[src/rtl/otter_run_pkg.sv]
`default_nettype none
// ============================================================================
// Module      : otter_run_pkg
// Description : Shared types, default addresses and the IOBUS channel decode
//               helper for the Otter run controller.
// Revision    : 1.0 - initial release
// ============================================================================
package otter_run_pkg;

    // Run controller states; FINISH and TIMEOUT are terminal until reset.
    typedef enum logic [1:0] {
        ST_HOLD    = 2'd0,
        ST_RUN     = 2'd1,
        ST_FINISH  = 2'd2,
        ST_TIMEOUT = 2'd3
    } run_state_t;

    localparam logic [31:0] c_ch_base_default     = 32'h1100_0000;
    localparam logic [31:0] c_tohost_addr_default = 32'h1100_FFF0;
    localparam int unsigned c_max_ch              = 16;

    // Result of decoding an address against the channel window.
    typedef struct packed {
        logic       hit;
        logic [3:0] idx;
    } ch_hit_t;

    // Word-aligned offsets below num_ch words hit; anything below the base
    // wraps to a huge offset and therefore misses as well.
    function automatic ch_hit_t chan_decode(
        input logic [31:0] addr,
        input logic [31:0] base,
        input int unsigned num_ch
    );
        ch_hit_t     res;
        logic [31:0] off;
        off     = addr - base;
        res.hit = (off[1:0] == 2'b00) && ({2'b00, off[31:2]} < num_ch);
        res.idx = off[5:2];
        return res;
    endfunction

endpackage
`default_nettype wire

[src/rtl/otter_intr_gen.sv]
`default_nettype none
// ============================================================================
// Module      : otter_intr_gen
// Description : Interrupt pulse generator. Triggers come from a periodic
//               counter and from rising edges of INTR_REQ; a trigger during a
//               pulse is remembered in one pending flag and replayed as a
//               back-to-back pulse when the current one ends.
// Revision    : 1.0 - initial release
// ============================================================================
module otter_intr_gen #(
    parameter int unsigned INTR_PERIOD = 0,
    parameter int unsigned INTR_WIDTH  = 1
) (
    input  logic CLK,
    input  logic RST,
    input  logic enable,
    input  logic INTR_REQ,
    output logic INTR
);

    logic [31:0] r_per_cnt;
    logic [31:0] r_width_cnt;
    logic        r_req_prev;
    logic        r_pulse;
    logic        r_pending;

    logic        w_per_exp;
    logic        w_req_rise;
    logic        w_trig;
    logic        w_last;

    // Trigger sources; a simultaneous periodic expiry and request edge is a
    // single trigger because they are simply OR-ed together.
    always_comb begin
        w_per_exp  = (INTR_PERIOD != 0) && enable &&
                     (r_per_cnt == 32'(INTR_PERIOD - 1));
        w_req_rise = enable && INTR_REQ && !r_req_prev;
        w_trig     = w_per_exp || w_req_rise;
        w_last     = (r_width_cnt == 32'(INTR_WIDTH - 1));
    end

    // Period counter restarts from zero whenever the generator is disabled.
    always_ff @(posedge CLK or posedge RST) begin
        if (RST) begin
            r_per_cnt <= '0;
        end else if (!enable || w_per_exp) begin
            r_per_cnt <= '0;
        end else begin
            r_per_cnt <= r_per_cnt + 32'd1;
        end
    end

    // Previous INTR_REQ sample for edge detection; tracks even when disabled
    // so a level already high on entry to RUN is not seen as an edge.
    always_ff @(posedge CLK or posedge RST) begin
        if (RST) begin
            r_req_prev <= 1'b0;
        end else begin
            r_req_prev <= INTR_REQ;
        end
    end

    // Pulse length counter and pending flag.
    always_ff @(posedge CLK or posedge RST) begin
        if (RST) begin
            r_pulse     <= 1'b0;
            r_width_cnt <= '0;
            r_pending   <= 1'b0;
        end else if (!enable) begin
            r_pulse     <= 1'b0;
            r_width_cnt <= '0;
            r_pending   <= 1'b0;
        end else if (!r_pulse) begin
            if (w_trig) begin
                r_pulse     <= 1'b1;
                r_width_cnt <= '0;
            end
        end else if (w_last) begin
            // Last cycle of the pulse: a pending or fresh trigger continues
            // straight into a new full-width pulse.
            if (r_pending || w_trig) begin
                r_width_cnt <= '0;
                r_pending   <= 1'b0;
            end else begin
                r_pulse <= 1'b0;
            end
        end else begin
            r_width_cnt <= r_width_cnt + 32'd1;
            if (w_trig) begin
                r_pending <= 1'b1;
            end
        end
    end

    assign INTR = r_pulse && enable;

endmodule
`default_nettype wire

[src/rtl/otter_run_ctrl.sv]
`default_nettype none
// ============================================================================
// Module      : otter_run_ctrl
// Description : Run controller between the clock/reset source and the Otter
//               CPU: stretches reset, generates interrupts, captures IOBUS
//               writes into output channels and ends the run on a tohost
//               write or a cycle timeout.
// Revision    : 1.0 - initial release
// ============================================================================
module otter_run_ctrl
    import otter_run_pkg::*;
#(
    parameter int unsigned RST_CYCLES  = 15,
    parameter int unsigned INTR_PERIOD = 0,
    parameter int unsigned INTR_WIDTH  = 1,
    parameter int unsigned NUM_CH      = 4,
    parameter logic [31:0] CH_BASE     = c_ch_base_default,
    parameter logic [31:0] TOHOST_ADDR = c_tohost_addr_default,
    parameter int unsigned TIMEOUT     = 0
) (
    input  logic                   CLK,
    input  logic                   RST,
    input  logic [31:0]            IOBUS_ADDR,
    input  logic [31:0]            IOBUS_OUT,
    input  logic                   IOBUS_WR,
    input  logic                   INTR_REQ,
    output logic                   CPU_RST,
    output logic                   INTR,
    output logic [32*NUM_CH-1:0]   CH_DATA,
    output logic [NUM_CH-1:0]      CH_VALID,
    output logic [31:0]            WR_COUNT,
    output logic                   DONE,
    output logic                   PASS,
    output logic                   TIMED_OUT
);

    run_state_t  r_state;
    run_state_t  w_state_nxt;

    logic [31:0] r_hold_cnt;
    logic [31:0] r_cyc_cnt;
    logic [31:0] r_wr_count;
    logic        r_cpu_rst;
    logic        r_done;
    logic        r_timed_out;
    logic        r_pass;

    ch_hit_t     w_dec;
    logic        w_run;
    logic        w_tohost_wr;
    logic        w_ch_wr;
    logic        w_hold_done;
    logic        w_timeout_hit;

    // Bus decode; tohost takes precedence over a channel at the same address.
    always_comb begin
        w_run         = (r_state == ST_RUN);
        w_dec         = chan_decode(IOBUS_ADDR, CH_BASE, NUM_CH);
        w_tohost_wr   = w_run && IOBUS_WR && (IOBUS_ADDR == TOHOST_ADDR);
        w_ch_wr       = w_run && IOBUS_WR && w_dec.hit &&
                        (IOBUS_ADDR != TOHOST_ADDR);
        w_hold_done   = (r_hold_cnt == 32'(RST_CYCLES - 1));
        w_timeout_hit = (TIMEOUT != 0) && (r_cyc_cnt == 32'(TIMEOUT - 1));
    end

    // State register.
    always_ff @(posedge CLK or posedge RST) begin
        if (RST) begin
            r_state <= ST_HOLD;
        end else begin
            r_state <= w_state_nxt;
        end
    end

    // Next-state logic; a tohost write beats a coincident timeout.
    always_comb begin
        w_state_nxt = r_state;
        case (r_state)
            ST_HOLD: begin
                if (w_hold_done) begin
                    w_state_nxt = ST_RUN;
                end
            end
            ST_RUN: begin
                if (w_tohost_wr) begin
                    w_state_nxt = ST_FINISH;
                end else if (w_timeout_hit) begin
                    w_state_nxt = ST_TIMEOUT;
                end
            end
            default: begin
                w_state_nxt = r_state;
            end
        endcase
    end

    // Status outputs registered from the next state so they change cleanly
    // on the deciding edge.
    always_ff @(posedge CLK or posedge RST) begin
        if (RST) begin
            r_cpu_rst   <= 1'b1;
            r_done      <= 1'b0;
            r_timed_out <= 1'b0;
        end else begin
            r_cpu_rst   <= (w_state_nxt != ST_RUN);
            r_done      <= (w_state_nxt == ST_FINISH);
            r_timed_out <= (w_state_nxt == ST_TIMEOUT);
        end
    end

    // Reset stretch counter, active only while holding the CPU in reset.
    always_ff @(posedge CLK or posedge RST) begin
        if (RST) begin
            r_hold_cnt <= '0;
        end else if (r_state == ST_HOLD) begin
            r_hold_cnt <= r_hold_cnt + 32'd1;
        end
    end

    // RUN-state cycle counter used for the timeout.
    always_ff @(posedge CLK or posedge RST) begin
        if (RST) begin
            r_cyc_cnt <= '0;
        end else if (w_run) begin
            r_cyc_cnt <= r_cyc_cnt + 32'd1;
        end
    end

    // PASS is latched from the tohost data word.
    always_ff @(posedge CLK or posedge RST) begin
        if (RST) begin
            r_pass <= 1'b0;
        end else if (w_tohost_wr) begin
            r_pass <= (IOBUS_OUT == 32'd1);
        end
    end

    // Accepted channel write counter, free to wrap.
    always_ff @(posedge CLK or posedge RST) begin
        if (RST) begin
            r_wr_count <= '0;
        end else if (w_ch_wr) begin
            r_wr_count <= r_wr_count + 32'd1;
        end
    end

    // One capture register and valid strobe per channel.
    for (genvar gi = 0; gi < NUM_CH; gi++) begin : g_ch
        logic [31:0] r_data;
        logic        r_valid;
        logic        w_sel;

        assign w_sel = w_ch_wr && (w_dec.idx == 4'(gi));

        // Load on a hit for this channel; the strobe lasts one cycle.
        always_ff @(posedge CLK or posedge RST) begin
            if (RST) begin
                r_data  <= '0;
                r_valid <= 1'b0;
            end else begin
                r_valid <= w_sel;
                if (w_sel) begin
                    r_data <= IOBUS_OUT;
                end
            end
        end

        assign CH_DATA[32*gi +: 32] = r_data;
        assign CH_VALID[gi]         = r_valid;
    end

    otter_intr_gen #(
        .INTR_PERIOD (INTR_PERIOD),
        .INTR_WIDTH  (INTR_WIDTH)
    ) u_intr_gen (
        .CLK      (CLK),
        .RST      (RST),
        .enable   (w_run),
        .INTR_REQ (INTR_REQ),
        .INTR     (INTR)
    );

    assign CPU_RST   = r_cpu_rst;
    assign DONE      = r_done;
    assign PASS      = r_pass;
    assign TIMED_OUT = r_timed_out;
    assign WR_COUNT  = r_wr_count;

endmodule
`default_nettype wire

[config.mk]
export PLATFORM = sky130hd
export DESIGN_NAME = otter_run_ctrl
export DESIGN_NICKNAME = d
export VERILOG_FILES = /design/src/rtl/otter_run_pkg.sv /design/src/rtl/otter_intr_gen.sv /design/src/rtl/otter_run_ctrl.sv
export SDC_FILE = /design/constraint.sdc
export NUM_CORES = 1
export LEC_CHECK = 0
export ABC_CLOCK_PERIOD_IN_PS = 20200
export BUFFER_PORTS_ARGS = -buffer_cell sky130_fd_sc_hd__buf_2
export CORE_ASPECT_RATIO = 0.7
export CORE_UTILIZATION = 58
export DETAILED_ROUTE_END_ITERATION = 6
export PLACE_DENSITY = 0.84
export SLEW_MARGIN = 5
export SYNTH_ARGS = -nofsm -noshare
export SYNTH_HDL_FRONTEND = slang
export SYNTH_SLANG_ARGS = --single-unit
[constraint.sdc]
create_clock -name CLK -period 20.2 [get_ports CLK]
set_clock_uncertainty 0.15 [all_clocks]
set_input_delay 2.02 -clock CLK [delete_from_list [all_inputs] [get_ports CLK]]
set_output_delay 2.02 -clock CLK [all_outputs]
set_load 0.05 [all_outputs]
### Word level (Yosys, flattened, before mapping)

Cells that the tools add are included.

| word-level totals | value |
|---|---|
| logic and storage cells | 78 |
| input port bits | 68 |
| bits in registers | 237 |
| output and inout port bits | 169 |

| operators by class | value |
|---|---|
| reductions and logical operators | 20 |
| order comparisons | 1 |
| eq/ne operators | 16 |
| mux-type cells | 18 |
| add/sub/neg operators | 4 |

Operator list:

| cell | count |
|---|---|
| 32-bit 2-to-1 mux | 5 |
| 32-bit by 1-bit adder with 32-bit output (second input constant) | 3 |
| 32-bit by 1-bit == test with 1-bit output (second input constant) | 1 |
| 32-bit by 29-bit == test with 1-bit output (second input constant) | 1 |
| 32-bit by 4-bit == test with 1-bit output (second input constant) | 1 |
| 32-bit logical NOT | 1 |
| 32-bit by 29-bit inequality test with 1-bit output (second input constant) | 1 |
| 32-bit by 29-bit subtractor with 32-bit output (second input constant) | 1 |
| 30-bit by 3-bit less-than comparator with 1-bit output (second input constant) | 1 |
| 1-bit logical AND | 12 |
| 1-bit 2-to-1 mux | 10 |
| 3-bit inequality test (second input constant) | 3 |
| 4-bit by 2-bit == test with 1-bit output (second input constant) | 2 |
| 2-bit == test (second input constant) | 2 |
| 4-bit by 1-bit == test with 1-bit output (second input constant) | 1 |
| 2-bit logical NOT | 2 |
| 4-bit logical NOT | 1 |
| 2-bit 2-to-1 mux | 2 |
| 4-bit inequality test (second input constant) | 1 |
| 2-bit one-hot mux with 2 select lines | 1 |
| 3-bit AND reduction | 1 |
| 2-bit by 1-bit == test with 1-bit output (second input constant) | 1 |
| 2-bit by 1-bit inequality test with 1-bit output (second input constant) | 1 |
| 2-bit inequality test (second input constant) | 1 |
| 3 further kinds | 3 |

### Depth between registers and ports, before layout

| depth | value |
|---|---|
| depth in word-level cells | 8 |
| mapped depth | 8 |
| mapped depth without buffers | 7 |

### Cells and area by module

Synthesis repeated with hierarchy kept, for this count alone.

| second synthesis, totals | value |
|---|---|
| cells, all modules | 820 |
| area, all modules | 10421.2 µm² |

By module, submodules not included:

| module | cells each | area each (µm²) | seq. area each (µm²) | times used |
|---|---|---|---|---|
| otter_run_ctrl | 606 | 8388.0 | 5056.1 | 1 |
| otter_intr_gen | 214 | 2033.2 | 875.8 | 1 |

### Worst setup path after synthesis

Ideal clock, no wire load.

| timing path | value |
|---|---|
| path type | input -> register |
| start point | input port IOBUS_ADDR[18] |
| end point | register g_ch[3].r_data[0] |
| arrival time | 3988 ps |
| data required time | 19923 ps |
| library setup time | 127 ps |
| cell stages on the path | 8 |
| path buffers | 3 |
| setup slack | 15935 ps |
| path through | or4b_4 -> nor4_4 -> and4b_1 -> buf_2 -> and3_1 -> buf_4 -> buf_6 -> mux2_1 |

| between the ends | value |
|---|---|
| word-level cells in the longest chain between the ends | 6 |
| elaborated cells between the ends (all ways) | 7 |
| those cells by class | 1 x add/sub; 1 x order compare; 1 x eq/ne; 4 x reduce/logical |

RTL lines:

| what | line | text |
|---|---|---|
| start, declared | otter_run_ctrl.sv:23 | `input logic [31:0] IOBUS_ADDR,` |
| 32-bit by 29-bit subtractor with 32-bit output | otter_run_pkg.sv:37 | `off = addr - base;` |
| 30-bit by 3-bit less-than comparator with 1-bit output | otter_run_pkg.sv:38 | `res.hit = (off[1:0] == 2'b00) && ({2'b00, off[31:2]} < num_ch);` |
| 1-bit logical AND | otter_run_pkg.sv:38 |  |
| 1-bit logical AND | otter_run_ctrl.sv:60 | `w_ch_wr = w_run && IOBUS_WR && w_dec.hit &&` |
| 1-bit logical AND (*) | otter_run_ctrl.sv:60 |  |
| 1-bit logical AND (*) | otter_run_ctrl.sv:153 | `assign w_sel = w_ch_wr && (w_dec.idx == 4'(gi));` |
| end signal, assigned | otter_run_ctrl.sv:158 | `r_data <= '0;` |
| end signal, assigned | otter_run_ctrl.sv:163 | `r_data <= IOBUS_OUT;` |
| end, declared | otter_run_ctrl.sv:149 | `logic [31:0] r_data;` |

Every way passes the cells marked *; elsewhere a longest branch is shown, timed or not.
A chain may end at the register's enable or synchronous reset.

### Worst setup path in the final report

| timing path | value |
|---|---|
| start point | input port IOBUS_ADDR[0] |
| end point | register g_ch[1].r_data[8] |

| between the ends | value |
|---|---|
| word-level cells in the longest chain between the ends | 6 |
| elaborated cells between the ends (all ways) | 9 |
| those cells by class | 1 x add/sub; 1 x order compare; 2 x eq/ne; 5 x reduce/logical |

RTL lines:

| what | line |
|---|---|
| 32-bit by 29-bit subtractor with 32-bit output | otter_run_pkg.sv:37 |
| 30-bit by 3-bit less-than comparator with 1-bit output or 2-bit logical NOT (tied branches) | otter_run_pkg.sv:38 |
| 1-bit logical AND | otter_run_pkg.sv:38 |
| 1-bit logical AND (2 in series) | otter_run_ctrl.sv:60 |
| 1-bit logical AND (*) | otter_run_ctrl.sv:153 |
| end signal, assigned | otter_run_ctrl.sv:158 |
| end signal, assigned | otter_run_ctrl.sv:163 |
| end, declared | otter_run_ctrl.sv:149 |

Marked as above.

==> impl_summary.log <==
[metrics] per-cell via count in the routed design: approximately 5.8
[metrics] clock latency on the worst-skew pair: between 500 and 600 ps
[metrics] portion of synthesized cell area occupied by the leading cell type: 0.577
[metrics] sequential share of power: 0.502
[metrics] number of placement rows: 40
[metrics] Clock transition at path regs: 60 ps
[metrics] full die area: about 0.018 mm^2
[metrics] class of the most critical setup path: in -> reg
[metrics] Die X-Extent: 161 um
[metrics] Total Neg Setup Slack: 0 ps
[metrics] leading cell types by total area after synthesis: sky130_fd_sc_hd__dfrtp_1 (58%), sky130_fd_sc_hd__mux2_2 (9.8%), sky130_fd_sc_hd__mux2_1 (4.4%)
[metrics] RSZ-0062 raised after global routing: no
[metrics] sequential element share of the synthesized area: 0.579
[metrics] final estimated routing congestion in global placement: between 0.8 and 0.9
[metrics] root buf cell: sky130_fd_sc_hd__clkbuf_16
[metrics] CTS HTree Levels: 1
[metrics] number of buffer cells added on primary ports: between 200 and 250
[metrics] Max VDD drop: between 40 and 50 uV
[metrics] antenna cell count: 0
[metrics] leakage power of the design: 6.59 nW
[metrics] synthesized area divided by synthesized cell count: about 12 um^2
[metrics] DR WL/cell: 18.6 um
[metrics] standard cell with the maximum stage delay on the critical path: sky130_fd_sc_hd__nand3b_2
[metrics] Crit. End Element: flop
[metrics] ratio of cells with drive above 1 in the final layout: 0.356
[metrics] crit path time final: about 4900 ps
[metrics] dpl hpwl: between 15 and 20 mm
[metrics] Worst-Margin Slew: between 1000 and 1500 ps
[metrics] Max-Slew Margin vs Limit: 0.261
[metrics] Internal Dissipation: roughly 750 uW
[metrics] global-route total usage across every layer: 0.273
[metrics] total clock buffers created by CTS: 23
[metrics] Clock Tree Buf Depth: 3
[metrics] number of cell instances on the worst register-to-register path: 5
[metrics] critical path required time: between 20000 and 25000 ps
[metrics] met2 Resource Use GR: 0.426
[metrics] highest achievable clock rate: between 0.2 and 0.25 GHz
[metrics] max_cap viols: 0
[metrics] I/O pins: ~240
[metrics] number of nets in the layout: between 1000 and 1500
[metrics] Post-CTS Resized: 0
[metrics] initial cell density of the core: 0.595
[metrics] CP Launch Point: IOBUS_ADDR[0]
[metrics] routed wire length: ~24 mm
[metrics] via count of the first global-routing pass: between 7000 and 8000
[metrics] routed vias: around 7500
[metrics] kind of start point of the critical path: input port
[metrics] part of the power in the clock network: 0.473
[metrics] flop-to-flop setup slack: ~17000 ps
[metrics] post-synthesis instance area: approximately 0.010 mm^2
[metrics] worst min path class: reg -> reg
[metrics] TritonCTS clock tree: yes
[metrics] cts-stage hold buffer count: 0
[metrics] hold violation total from the final report: 0
[metrics] crit path max fanout: 32
[metrics] switching fraction of total power: 0.211
[metrics] most frequently used flop master after synthesis: sky130_fd_sc_hd__dfrtp_1
[metrics] initial DRC count: 556
[metrics] peak-usage layer in the global routing report: met2
[metrics] Combinational Power Share: 0.025
[metrics] Max stage delay on crit path: roughly 830 ps
[metrics] wire length of the first global-routing pass: between 30 and 40 mm
[metrics] overall overflow remaining after global route: 0
[metrics] pwr dens: between 70 and 80 mW/mm^2
[metrics] met1 demand-to-capacity share in global routing: 0.394
[metrics] arrival time at the worst endpoint: 5140 ps
[metrics] detailed-route DRC error count: 0
[metrics] placement-stage cell area: around 0.012 mm^2
[metrics] CTS sink cnt: 237
[metrics] outcome: complete, no violations
[metrics] fraction of synthesis flops using an asynchronous set or reset pin: 1.00
[metrics] Post-Synthesis Cells: about 820
[metrics] net load switching power: approximately 200 uW
[metrics] Area Growth Syn to Fin: 20.8%
[metrics] Net Count, Synth: just under 900
[metrics] post-layout instance area: about 0.012 mm^2
[metrics] pin count of the biggest net entering global routing: 162
[metrics] number of register bits inferred by synthesis: between 200 and 250
[metrics] number of detailed-routing iterations run before antenna repair: 5
[metrics] number of flops mapped to enable cells by yosys: 0
[metrics] unique cell type count in the Yosys netlist: 49
[metrics] Slew Viols, Final: 0
[metrics] placeable core region: between 0.015 and 0.02 mm^2
[metrics] number of buffers inserted by post-CTS setup repair: 0
[metrics] capture point of the worst path: g_ch[1].r_data[8]
[metrics] routing usage on met3: 0.0477
[metrics] ordered cell list for the critical path: buf_2, or4_1, nor4_4, and4b_1, nand3b_2, mux2_2
[metrics] Final Total Pwr: 946 uW
[metrics] ANT nets after route: 0
[metrics] number of inserted filler cells in the final layout: 1267
[metrics] Setup-failing EPs final: 0
[metrics] height of the die: ~110 um
[metrics] R2R Path Start: r_state[1]
[metrics] Yosys warning count: 0
[metrics] cell taking the most area after synthesis: sky130_fd_sc_hd__dfrtp_1
[metrics] initial antenna violation count: 0
[metrics] worst reg2reg path endpoint: g_ch[1].r_data[8]
[metrics] final critical-path share of the clock period: 0.243
[power groups by stage]
stage          clock network, mW  registers (mW)  logic, mW
2_1_floorplan                  0           0.484    0.00955
3_3_place_gp                   0           0.484     0.0238
3_5_place_dp                   0           0.484     0.0244
4_1_cts                    0.454           0.475     0.0244
5_1_grt                    0.474           0.474     0.0273
6_report                   0.448           0.475     0.0240
[worst min path at each step]
stage / slack [ps] / start / cells after the start / endpoint
finish: 320 / r_hold_cnt[3] / 1 / r_hold_cnt[3]
global route: 340 / g_ch[3].r_data[2] / 1 / g_ch[3].r_data[2]
CTS: 320 / r_hold_cnt[3] / 1 / r_hold_cnt[3]
detailed placement: 310 / r_hold_cnt[3] / 1 / r_hold_cnt[3]
global placement: 300 / r_hold_cnt[3] / 1 / r_hold_cnt[3]
floorplan: 290 / r_hold_cnt[3] / 1 / r_hold_cnt[3]
[cells in the mapped netlist (all sizes together) (3+ instances only)]
cell type    n
xor2        30
clkbuf      12
ha           5
and4        15
inv         14
nand4       47
nor3b        5
a21oi       19
nor2b        5
or4b         4
nor4        28
dfrtp      236
and2         4
and3        18
o31ai        3
nor2        41
nand2       38
buf         19
nor3        24
xnor2       43
nand3       28
nor4b        4
a211o        6
o21ai       15
mux2       129
or3          7
[through the flow]
step / std cells / util / setup slack, ps / hold slack [ps]
2_1_floorplan: 821 / - / 11530 / 288
3_3_place_gp: 1260 / 0.672 / 14930 / 305
3_5_place_dp: 1260 / 0.672 / 14780 / 307
4_1_cts: 1302 / 0.718 / 15310 / 318
5_1_grt: 1302 / 0.718 / 15140 / 340
6_report: 1302 / 0.718 / 15300 / 321
[sequential cells by signal, indices dropped and copies added, names as in the netlist, 2 cells and up]
register,cells
WR_COUNT,32
u_intr_gen.r_width_cnt,32
r_state,2
r_hold_cnt,32
g_ch.r_valid,4
g_ch.r_data,128
[final cells by class]
class                           count  area [um^2]  area share
Multi-Input combinational cell    539         4090       0.330
Clock inverter                     13          149      0.0120
Sequential cell                   237         5930       0.480
Clock buffer                       29          648      0.0524
Inverter                           14         60.1     0.00486
Timing Repair Buffer              239         1200      0.0973
Tap cell                          231          289      0.0234
[metal layers]
metal / part of all wire / routed length (um)
met1: 0.46 / 11100
met2: 0.46 / 11200
met3: 0.056 / 1370
met4: 0.026 / 639
met5: 0 / 0
[critical path, delay by kind of cell]
| family | cells | cell delay, ps |
|---|---|---|
| muxes | 1 | 570 |
| and+or+nand+nor | 4 | 2420 |
| buffers and inverters | 1 | 90 |
[logic make-up (layout without fill, tap and decap cells)]
family,count (synthesis),in the layout,synth area share
AOI/OAI and AO/OA,53,53,0.0323
xor gates and xnor gates,73,73,0.0624
adders and majority gates,5,5,0.00611
buffers and inverters,45,295,0.0219
DFF,237,237,0.579
muxes,130,130,0.143
and+or+nand+nor,278,278,0.155
[cells in the final DEF, fill, tap and decap left out, types with 18 or more instances in the layout]
cell,n
sky130_fd_sc_hd__clkbuf_16,23
sky130_fd_sc_hd__xnor2_1,43
sky130_fd_sc_hd__nor2_1,41
sky130_fd_sc_hd__nand3_1,28
sky130_fd_sc_hd__xor2_1,30
sky130_fd_sc_hd__mux2_2,89
sky130_fd_sc_hd__dfrtp_1,236
sky130_fd_sc_hd__buf_2,236
sky130_fd_sc_hd__mux2_1,40
sky130_fd_sc_hd__nand2_1,38
sky130_fd_sc_hd__nor3_1,24
sky130_fd_sc_hd__a21oi_1,19
sky130_fd_sc_hd__nor4_1,27
sky130_fd_sc_hd__nand4_1,47
sky130_fd_sc_hd__and3_1,18
(Power assumes the default switching activity.)
